--- src/rtl/div_seq.sv ---
// Radix-2 restoring divider for DIV/DIVU: WIDTH+1 stall cycles from issue, then results held in DONE.
// Latency: start at cycle 0, done at cycle WIDTH+1; DONE is extended by hold, and annul aborts from any state.
module div_seq #(
  parameter int WIDTH = 32
) (
  input  logic             clk,
  input  logic             resetn,
  input  logic             start,
  input  logic             signed_div,
  input  logic [WIDTH-1:0] a,
  input  logic [WIDTH-1:0] b,
  input  logic             annul,
  input  logic             hold,
  output logic             stall,
  output logic             done,
  output logic [WIDTH-1:0] quotient,
  output logic [WIDTH-1:0] remainder
);

  localparam int CW = $clog2(WIDTH + 1);
  localparam logic [CW-1:0] LAST = CW'(WIDTH - 1);

  typedef enum logic [1:0] {S_IDLE, S_BUSY, S_DONE} state_t;

  state_t           r_state, w_next;
  logic [CW-1:0]    r_cnt;
  logic [WIDTH-1:0] r_dvd;
  logic [WIDTH-1:0] r_rem;
  logic [WIDTH-1:0] r_div;
  logic [WIDTH-1:0] r_a;
  logic             r_qsign, r_rsign, r_zero;

  logic             w_accept, w_step, w_last, w_ge;
  logic [WIDTH:0]   w_part;
  logic [WIDTH-1:0] w_diff, w_rem_step, w_quo_step;
  logic [WIDTH-1:0] w_abs_a, w_abs_b, w_q_fix, w_r_fix;

  // -MIN wraps back to MIN, which is the correct magnitude when read unsigned.
  assign w_abs_a = (signed_div & a[WIDTH-1]) ? -a : a;
  assign w_abs_b = (signed_div & b[WIDTH-1]) ? -b : b;

  assign w_accept = (r_state == S_IDLE) & start & ~annul;
  assign w_step   = (r_state == S_BUSY) & ~annul;
  assign w_last   = (r_cnt == LAST);

  // Dividend register doubles as the quotient shift register.
  assign w_part     = {r_rem, r_dvd[WIDTH-1]};
  assign w_ge       = (w_part >= {1'b0, r_div});
  assign w_diff     = w_part[WIDTH-1:0] - r_div;
  assign w_rem_step = w_ge ? w_diff : w_part[WIDTH-1:0];
  assign w_quo_step = {r_dvd[WIDTH-2:0], w_ge};

  assign w_q_fix = r_zero  ? {WIDTH{1'b1}} :
                   r_qsign ? -w_quo_step : w_quo_step;
  assign w_r_fix = r_zero  ? r_a :
                   r_rsign ? -w_rem_step : w_rem_step;

  always_comb begin
    w_next = r_state;
    unique case (r_state)
      S_IDLE:  if (w_accept) w_next = S_BUSY;
      S_BUSY:  if (annul) w_next = S_IDLE;
               else if (w_last) w_next = S_DONE;
      S_DONE:  if (annul || !hold) w_next = S_IDLE;
      default: w_next = S_IDLE;
    endcase
  end

  always_ff @(posedge clk or negedge resetn) begin
    if (!resetn) r_state <= S_IDLE;
    else         r_state <= w_next;
  end

  always_ff @(posedge clk or negedge resetn) begin
    if (!resetn) begin
      r_cnt     <= '0;
      r_dvd     <= '0;
      r_rem     <= '0;
      r_div     <= '0;
      r_a       <= '0;
      r_qsign   <= 1'b0;
      r_rsign   <= 1'b0;
      r_zero    <= 1'b0;
      quotient  <= '0;
      remainder <= '0;
    end else if (w_accept) begin
      r_cnt   <= '0;
      r_dvd   <= w_abs_a;
      r_rem   <= '0;
      r_div   <= w_abs_b;
      r_a     <= a;
      r_qsign <= (a[WIDTH-1] ^ b[WIDTH-1]) & signed_div;
      r_rsign <= a[WIDTH-1] & signed_div;
      r_zero  <= (b == '0);
    end else if (w_step) begin
      r_cnt <= r_cnt + 1'b1;
      r_dvd <= w_quo_step;
      r_rem <= w_rem_step;
      if (w_last) begin
        quotient  <= w_q_fix;
        remainder <= w_r_fix;
      end
    end
  end

  // An annulled instruction must not write LO/HI even if it already reached DONE.
  assign done  = (r_state == S_DONE) & ~annul;
  assign stall = (((r_state == S_IDLE) & start) | (r_state == S_BUSY)) & ~annul;

endmodule

--- config.mk ---
export PLATFORM = sky130hd
export DESIGN_NAME = div_seq
export DESIGN_NICKNAME = d
export VERILOG_FILES = /design/src/rtl/div_seq.sv
export SDC_FILE = /design/constraint.sdc
export NUM_CORES = 1
export LEC_CHECK = 0
export CAP_MARGIN = 40
export CELL_PAD_IN_SITES_DETAIL_PLACEMENT = 0
export CELL_PAD_IN_SITES_GLOBAL_PLACEMENT = 1
export CORE_UTILIZATION = 39
export DETAILED_ROUTE_END_ITERATION = 8
export PLACE_DENSITY = 0.78
export SYNTH_ARGS = -nofsm -noshare
export SYNTH_HDL_FRONTEND = slang
export SYNTH_SLANG_ARGS = --single-unit
--- constraint.sdc ---
create_clock -name clk -period 4.9 [get_ports clk]
set_input_delay 1.225 -clock clk [delete_from_list [all_inputs] [get_ports clk]]
set_output_delay 1.225 -clock clk [all_outputs]
set_load 0.02 [all_outputs]
==> results_dict.tcl, run 1 <==
set metrics [dict create \
    htree_levels 1 \
    syn2layout_area_growth_pct 20.8 \
    critPathTopFamily "compound AO/OA/AOI/OAI gates" \
    yosysSeqAreaShare_pct 37.5 \
    fin_ws_ns 0.386 \
    grt_pass1_vias 12100 \
    dp_hpwl_um 31400 \
    worstSetupPathDepth 19 \
    async_reset_ff_share_pct 100 \
    cp-end-kind "register" \
    holdWs_ns 0.475 \
    ys_warn_count 0 \
    synth_mux_area_share_pct 2.51 \
    cts.sinks 203 \
    timing.fmax_ghz 0.222 \
    ir_worst_vdd_mv 0.420 \
    critPathKind "reg2reg" \
    wirelength_um 41400 \
    postPlaceCellArea_mm2 0.0154 \
    cpPeakStageDelay_ns 0.42 \
    status "completed" \
    cap_violations 0 \
    r2r_start "r_rem[13]" \
    cts.clk_slew.worst_paths_ns 0.06 \
    start_kind "register" \
    grt_use_total_pct 23.6 \
    drtPass1Iterations 7 \
    viasPerCell 5.55 \
    worstPathMaxFanout 8 \
    finalHoldViolations 0 \
    die_area_mm2 0.0355 \
    clock_path_buffers 3 \
    grt_overflow 0 \
    cts_root_buffer "clkbuf_16" \
    r2r_cells 19 \
    port-buffer-count 135 \
    worst_pin_slew_ns 0.940 \
    core_area_mm2 0.0339 \
    p_leak_uw 0.00706 \
    synth_ff_type "dfrtp_1" \
    post_cts_buffers 0 \
    num_antenna_cells 0 \
    via_count 12500 \
    final_nets 1893 \
    start_util_pct 40.0 \
    setup-violations-final 0 \
    stdcell_area_mm2 0.0164 \
    arrival_ns 5.00 \
    power_density_mw_per_mm2 603 \
    die_height_um 188 \
    synth-xor-area-share_pct 9.18 \
    synth_edf_count 0 \
    worst-endpoint-required_ns 5.38 \
    multi_input_area_mm2 0.00792 \
    netlist_top_cells_area "dfrtp_1, nand2_1, o21ai_0" \
    reg2reg_to "remainder[30]" \
    antenna_found_initial 0 \
    drtAntennaViolNets 0 \
    maxSlewViolCount 0 \
    grt_pass1_wl_um 67400 \
    tns_ns 0 \
    path_cells "ha_1 > a21oi_2 > o21ai_4 > o2111ai_1 > a31oi_4 > or2_4 > inv_2 > mux2i_1 > ha_1 > nand2_1 > a2111oi_2 > nor3b_2 > a31oi_1 > nor3_1 > buf_4 > nand2_2 > o31a_1 > or3_1 > nand3_1" \
    critPathLaunch "r_rem[13]" \
    ios 136 \
    rows 67 \
    drive_gt1_share_pct 7.65 \
    wl_per_cell_um 18.4 \
    clk_latency_ns 0.55 \
    min_path_type "reg2reg" \
    synth_top_area_share_pct 37.5 \
    ctsResizeCount 0 \
    die_w_um 188 \
    synth-compound-area-share_pct 20.4 \
    path_buf_inv 2 \
    layout.area.seq_mm2 0.00508 \
    synthesis.instances 1672 \
    synth_fa_ha_area_share_pct 3.56 \
    synth_top_family_by_area "simple AND/OR/NAND/NOR gates" \
    holdBufCountCts 0 \
    syn_nets 1780 \
    cts_tree "done" \
    cp_slowest_cell "dfrtp_1" \
    syn_area_per_cell_um2 8.10 \
    cts_made_buffers 25 \
    slew_headroom_pct 36.7 \
    yosysTopAreaCell "dfrtp_1" \
    synthSimpleGateAreaFrac_pct 22.3 \
    finalCritPeriodShare_pct 92.1 \
    skew_ns 0.0199 \
    endpoint "remainder[30]" \
    route.detailed.drc 0 \
    ff2ff_setup_slack_ns 0.39 \
    min_period_ns 4.51 \
    place_ws_ns 0.278 \
    gp_congestion 0.982 \
    total_power_uw 9860 \
    fill_cells 3355 \
    synth.distinct_cells 86 \
    grt_max_degree 83 \
    drt_iter0_markers 976 \
    critical-path-top-cell-by-count "ha_1" \
    synthesis.area_mm2 0.0135 \
    yosys_register_bits 203 \
]
==> where the power goes <==
group	switching [uW]	total (uW)	internal, uW	leakage, uW
Combinational	3410	5580	2170	0.00398
Clock	763	1970	1200	0.000434
Sequential	347	2320	1970	0.00264
==> cell usage in the layout (no fill, tap or decap), types with 32 or more instances in the layout <==
master           synthesis  final
nand2_1                337    337
xor2_1                  79     79
clkdlybuf4s50_1          0    134
nor3_1                  32     32
ha_1                    37     35
buf_4                    4     39
xnor2_1                 63     63
a31oi_1                 57     57
dfrtp_1                203    203
inv_1                   54     54
a21oi_1                 98     96
o21ai_0                143    143
nor2_1                 165    163
==> synth_stat cells, drive strengths merged (5+ instances only) <==
| cell | number |
|---|---|
| clkbuf | 66 |
| nand4 | 19 |
| a31oi | 60 |
| xnor2 | 63 |
| and2 | 7 |
| a211oi | 17 |
| buf | 25 |
| mux2i | 28 |
| xor2 | 79 |
| nor3b | 5 |
| o41ai | 10 |
| o21a | 6 |
| a21oi | 101 |
| nor4 | 16 |
| dfrtp | 203 |
| o31ai | 20 |
| or3 | 24 |
| o211ai | 7 |
| nand3 | 22 |
| ha | 37 |
| a22o | 5 |
| and3 | 8 |
| nor3 | 33 |
| o21ai | 151 |
| inv | 55 |
| nand2 | 339 |
| or4 | 15 |
| a21o | 13 |
| nor2 | 165 |
| mux2 | 5 |
| nand2b | 5 |
==> kinds of logic (layout without fill, tap and decap cells) <==
family / after synthesis / in the layout
flip-flops: 203 / 203
multiplexers: 33 / 33
buffers and inverters: 146 / 277
XOR/XNOR: 142 / 142
adder cells (fa/ha/maj): 38 / 38
AO/OA/AOI/OAI: 433 / 433
AND/OR/NAND/NOR: 677 / 677
==> layout make-up <==
type | instances | share of cell area, %
timing repair buffer | 177 | 10.5
multi-input combinational | 1323 | 48.4
clock inverter | 10 | 0.895
sequential | 203 | 31.0
inverter | 55 | 1.26
clock buffer | 35 | 4.48
tap | 448 | 3.43
==> routing by layer <==
metal | vias to the layer above | part of all wire, % | track usage (%)
met5 | - | 0 | 0
met4 | 0 | 1.3 | 3.44
met3 | 43 | 5.0 | 2.96
met2 | 314 | 45 | 37.1
met1 | 6052 | 48 | 35.2
li1 | 6077 | - | -
==> worst min-delay path: cells and delay by family, from the launching register on <==
family	cells	cell delay (ns)
AOI/OAI and AO/OA	1	0.06
DFF	1	0.34
and+or+nand+nor	1	0.05
==> worst min path at each step <==
stage                   from       end  slack [ns]  depth (start not counted)
floorplan            r_a[30]   r_a[30]        0.44                          2
global placement     r_a[19]   r_a[19]        0.46                          2
detailed placement   r_a[17]   r_a[17]        0.46                          2
CTS                  r_a[17]   r_a[17]        0.48                          2
global route         r_a[19]   r_a[19]        0.50                          2
finish              r_div[2]  r_div[2]        0.47                          2
==> through the flow <==
| step | utilization (%) | instances |
|---|---|---|
| after CTS | 48.2 | 2251 |
| after floorplan | - | 1672 |
| final | 48.3 | 2251 |
| after detailed placement | 45.6 | 2206 |
| after global routing | 48.3 | 2251 |
| after global placement | 45.5 | 2205 |
==> flip-flops by register name, summed over array words and instances (netlist names), 2 cells and up <==
signal and count:
r_div 32, r_dvd 32, remainder 32, r_state 2, quotient 32, r_rem 32, r_cnt 6, r_a 32
(Power assumes the default switching activity.)
==> inputs of run 2 (changes only) <==
CAP_MARGIN = 20   (was 40)
==> run 2 against run 1 <==
  * Critical path depth stayed put
  * Sequential power about the same
  * Wire length is 0.33% higher
  * Global-route usage shrank 0.058 points
  * Largest cell class unchanged
  * Non-clock buffer count did not move
  * Via count rose by 0.14%
  * Power shrank 0.10%
  * Count of clock-buffer cells in the layout is 1 higher
  * Hold slack lost 0.0011 ns
  * Worst setup slack worse by 0.12 ns
  * Register-to-register slack got worse by 0.12 ns
==> results_dict.tcl, run 2 (synthesis results as in run 1) <==
set metrics [dict create \
    rows 67 \
    die_area_mm2 0.0355 \
    drtAntennaViolNets 0 \
    final_common_cell "nand2_1" \
    cts_tree "done" \
    grt_pass1_vias 12100 \
    place_ws_ns 0.259 \
    final_nets 1893 \
    timing.fmax_ghz 0.216 \
    tns_ns 0 \
    antenna_found_initial 0 \
    r2r_start "r_rem[13]" \
    critPathKind "reg2reg" \
    wl_per_cell_um 18.5 \
    via_count 12500 \
    finalHoldViolations 0 \
    start_util_pct 40.0 \
    clock_path_buffers 3 \
    drtPass1Iterations 5 \
    ff2ff_setup_slack_ns 0.27 \
    fill_cells 3378 \
    worstHoldStart "r_a[30]" \
    layout_common_cells "nand2_1, dfrtp_1, nor2_1" \
    status "completed" \
    htree_levels 1 \
    skew_ns 0.0160 \
    cts.sinks 203 \
    viasPerCell 5.56 \
    cp-end-kind "register" \
    min_path_type "reg2reg" \
    power_density_mw_per_mm2 603 \
    reg2reg_to "remainder[30]" \
    cts.clk_slew.worst_paths_ns 0.06 \
    core_area_mm2 0.0339 \
    die_height_um 188 \
    r2r_cells 19 \
    dp_hpwl_um 31400 \
    grt_pass1_wl_um 67200 \
    start_kind "register" \
    syn2layout_area_growth_pct 20.5 \
    ios 136 \
    setup-violations-final 0 \
    cap_violations 0 \
    ir_worst_vdd_mv 0.420 \
    whs_endpoint "r_a[30]" \
    slew_headroom_pct 36.1 \
    hold_path_depth 2 \
    route.detailed.drc 0 \
    min_period_ns 4.63 \
    worst-endpoint-required_ns 5.37 \
    finalCritPeriodShare_pct 94.5 \
    wl_met2_um 18500 \
    wirelength_um 41600 \
    grt_use_total_pct 23.5 \
    grt_overflow 0 \
    cts_made_buffers 25 \
    worst_pin_slew_ns 0.949 \
    grt_max_degree 83 \
    port-buffer-count 135 \
    clk_latency_ns 0.53 \
    cts_root_buffer "clkbuf_16" \
    arrival_ns 5.10 \
    maxSlewViolCount 0 \
    met3WireLength_um 1850 \
    m1WireLength_um 20400 \
    gp_congestion 0.982 \
    die_w_um 188 \
    fin_ws_ns 0.270 \
    drive_gt1_share_pct 7.44 \
    highest-signal-layer "met4" \
    drt_iter0_markers 1026 \
    worstPathMaxFanout 8 \
    p_leak_uw 0.00704 \
    num_antenna_cells 0 \
]
run 2: changes by cell type in the layout (fill, tap and decap cells not counted), sizes merged:
cell / delta
clkinvlp: -1
clkbuf: +1
clkinv: -3
bufinv: +1
run 2: per-layer routing:
layer	up-vias	global-route usage, %
met5	-	0
met4	0	4.84
met3	45	2.12
met2	356	36.6
met1	6033	35.4
li1	6070	-
run 2: worst max-delay path by stage:
| stage | startpoint | cells after the start | slack (ns) | end |
|---|---|---|---|---|
| after global routing | r_rem[15] | 19 | -0.009 | remainder[30] |
| after CTS | r_rem[15] | 19 | 0.18 | remainder[30] |
| after floorplan | r_rem[29] | 20 | 0.08 | remainder[30] |
| after global placement | r_rem[17] | 19 | 0.35 | remainder[30] |
| after detailed placement | r_rem[15] | 19 | 0.26 | remainder[30] |
| final | r_rem[13] | 19 | 0.27 | remainder[30] |
run 2: critical path: stages, from the launching register on:
cell and delay, ns:
dfrtp_1 0.43, ha_1 0.43, a21oi_2 0.29, o21ai_4 0.12, o2111ai_1 0.38, a31oi_4 0.10
or2_4 0.28, inv_2 0.07, mux2i_1 0.26, ha_1 0.23, nand2_1 0.08, a2111oi_2 0.30
nor3b_2 0.29, a31oi_1 0.14, nor3_1 0.20, buf_4 0.18, nand2_2 0.06, o31a_1 0.28
or3_1 0.36, nand3_1 0.07
run 2: layout make-up:
cell class | instances | area [um^2] | area share [%]
multi-input combinational | 1323 | 7920 | 48.5
tap | 448 | 561 | 3.43
timing repair buffer | 177 | 1700 | 10.4
clock buffer | 36 | 727 | 4.45
clock inverter | 7 | 139 | 0.851
sequential | 203 | 5080 | 31.1
inverter | 55 | 206 | 1.26
run 2: power breakdown:
part           switching [uW]  internal (uW)
sequential                357           1970
combinational            3400           2160
clock                     733           1230
run 2: metrics by stage:
step	hold WS, ns	cell area [um^2]	util [%]	power (uW)	cells
2_1_floorplan	0.437	13500	-	6300	1672
3_3_place_gp	0.459	15400	45.5	7790	2205
3_5_place_dp	0.463	15400	45.5	7790	2205
4_1_cts	0.477	16300	48.0	9800	2248
5_1_grt	0.498	16300	48.2	10500	2249
6_report	0.474	16300	48.2	9850	2249
run 2: what timing repair did:
| item | CTS | global route |
|---|---|---|
| endpoints found under the setup margin | 0 | 10 |
| hold endpoints to repair | 0 | 0 |
| buffers inserted | 0 | 1 |
| hold buffers | 0 | 0 |
| resized for setup | 0 | 9 |
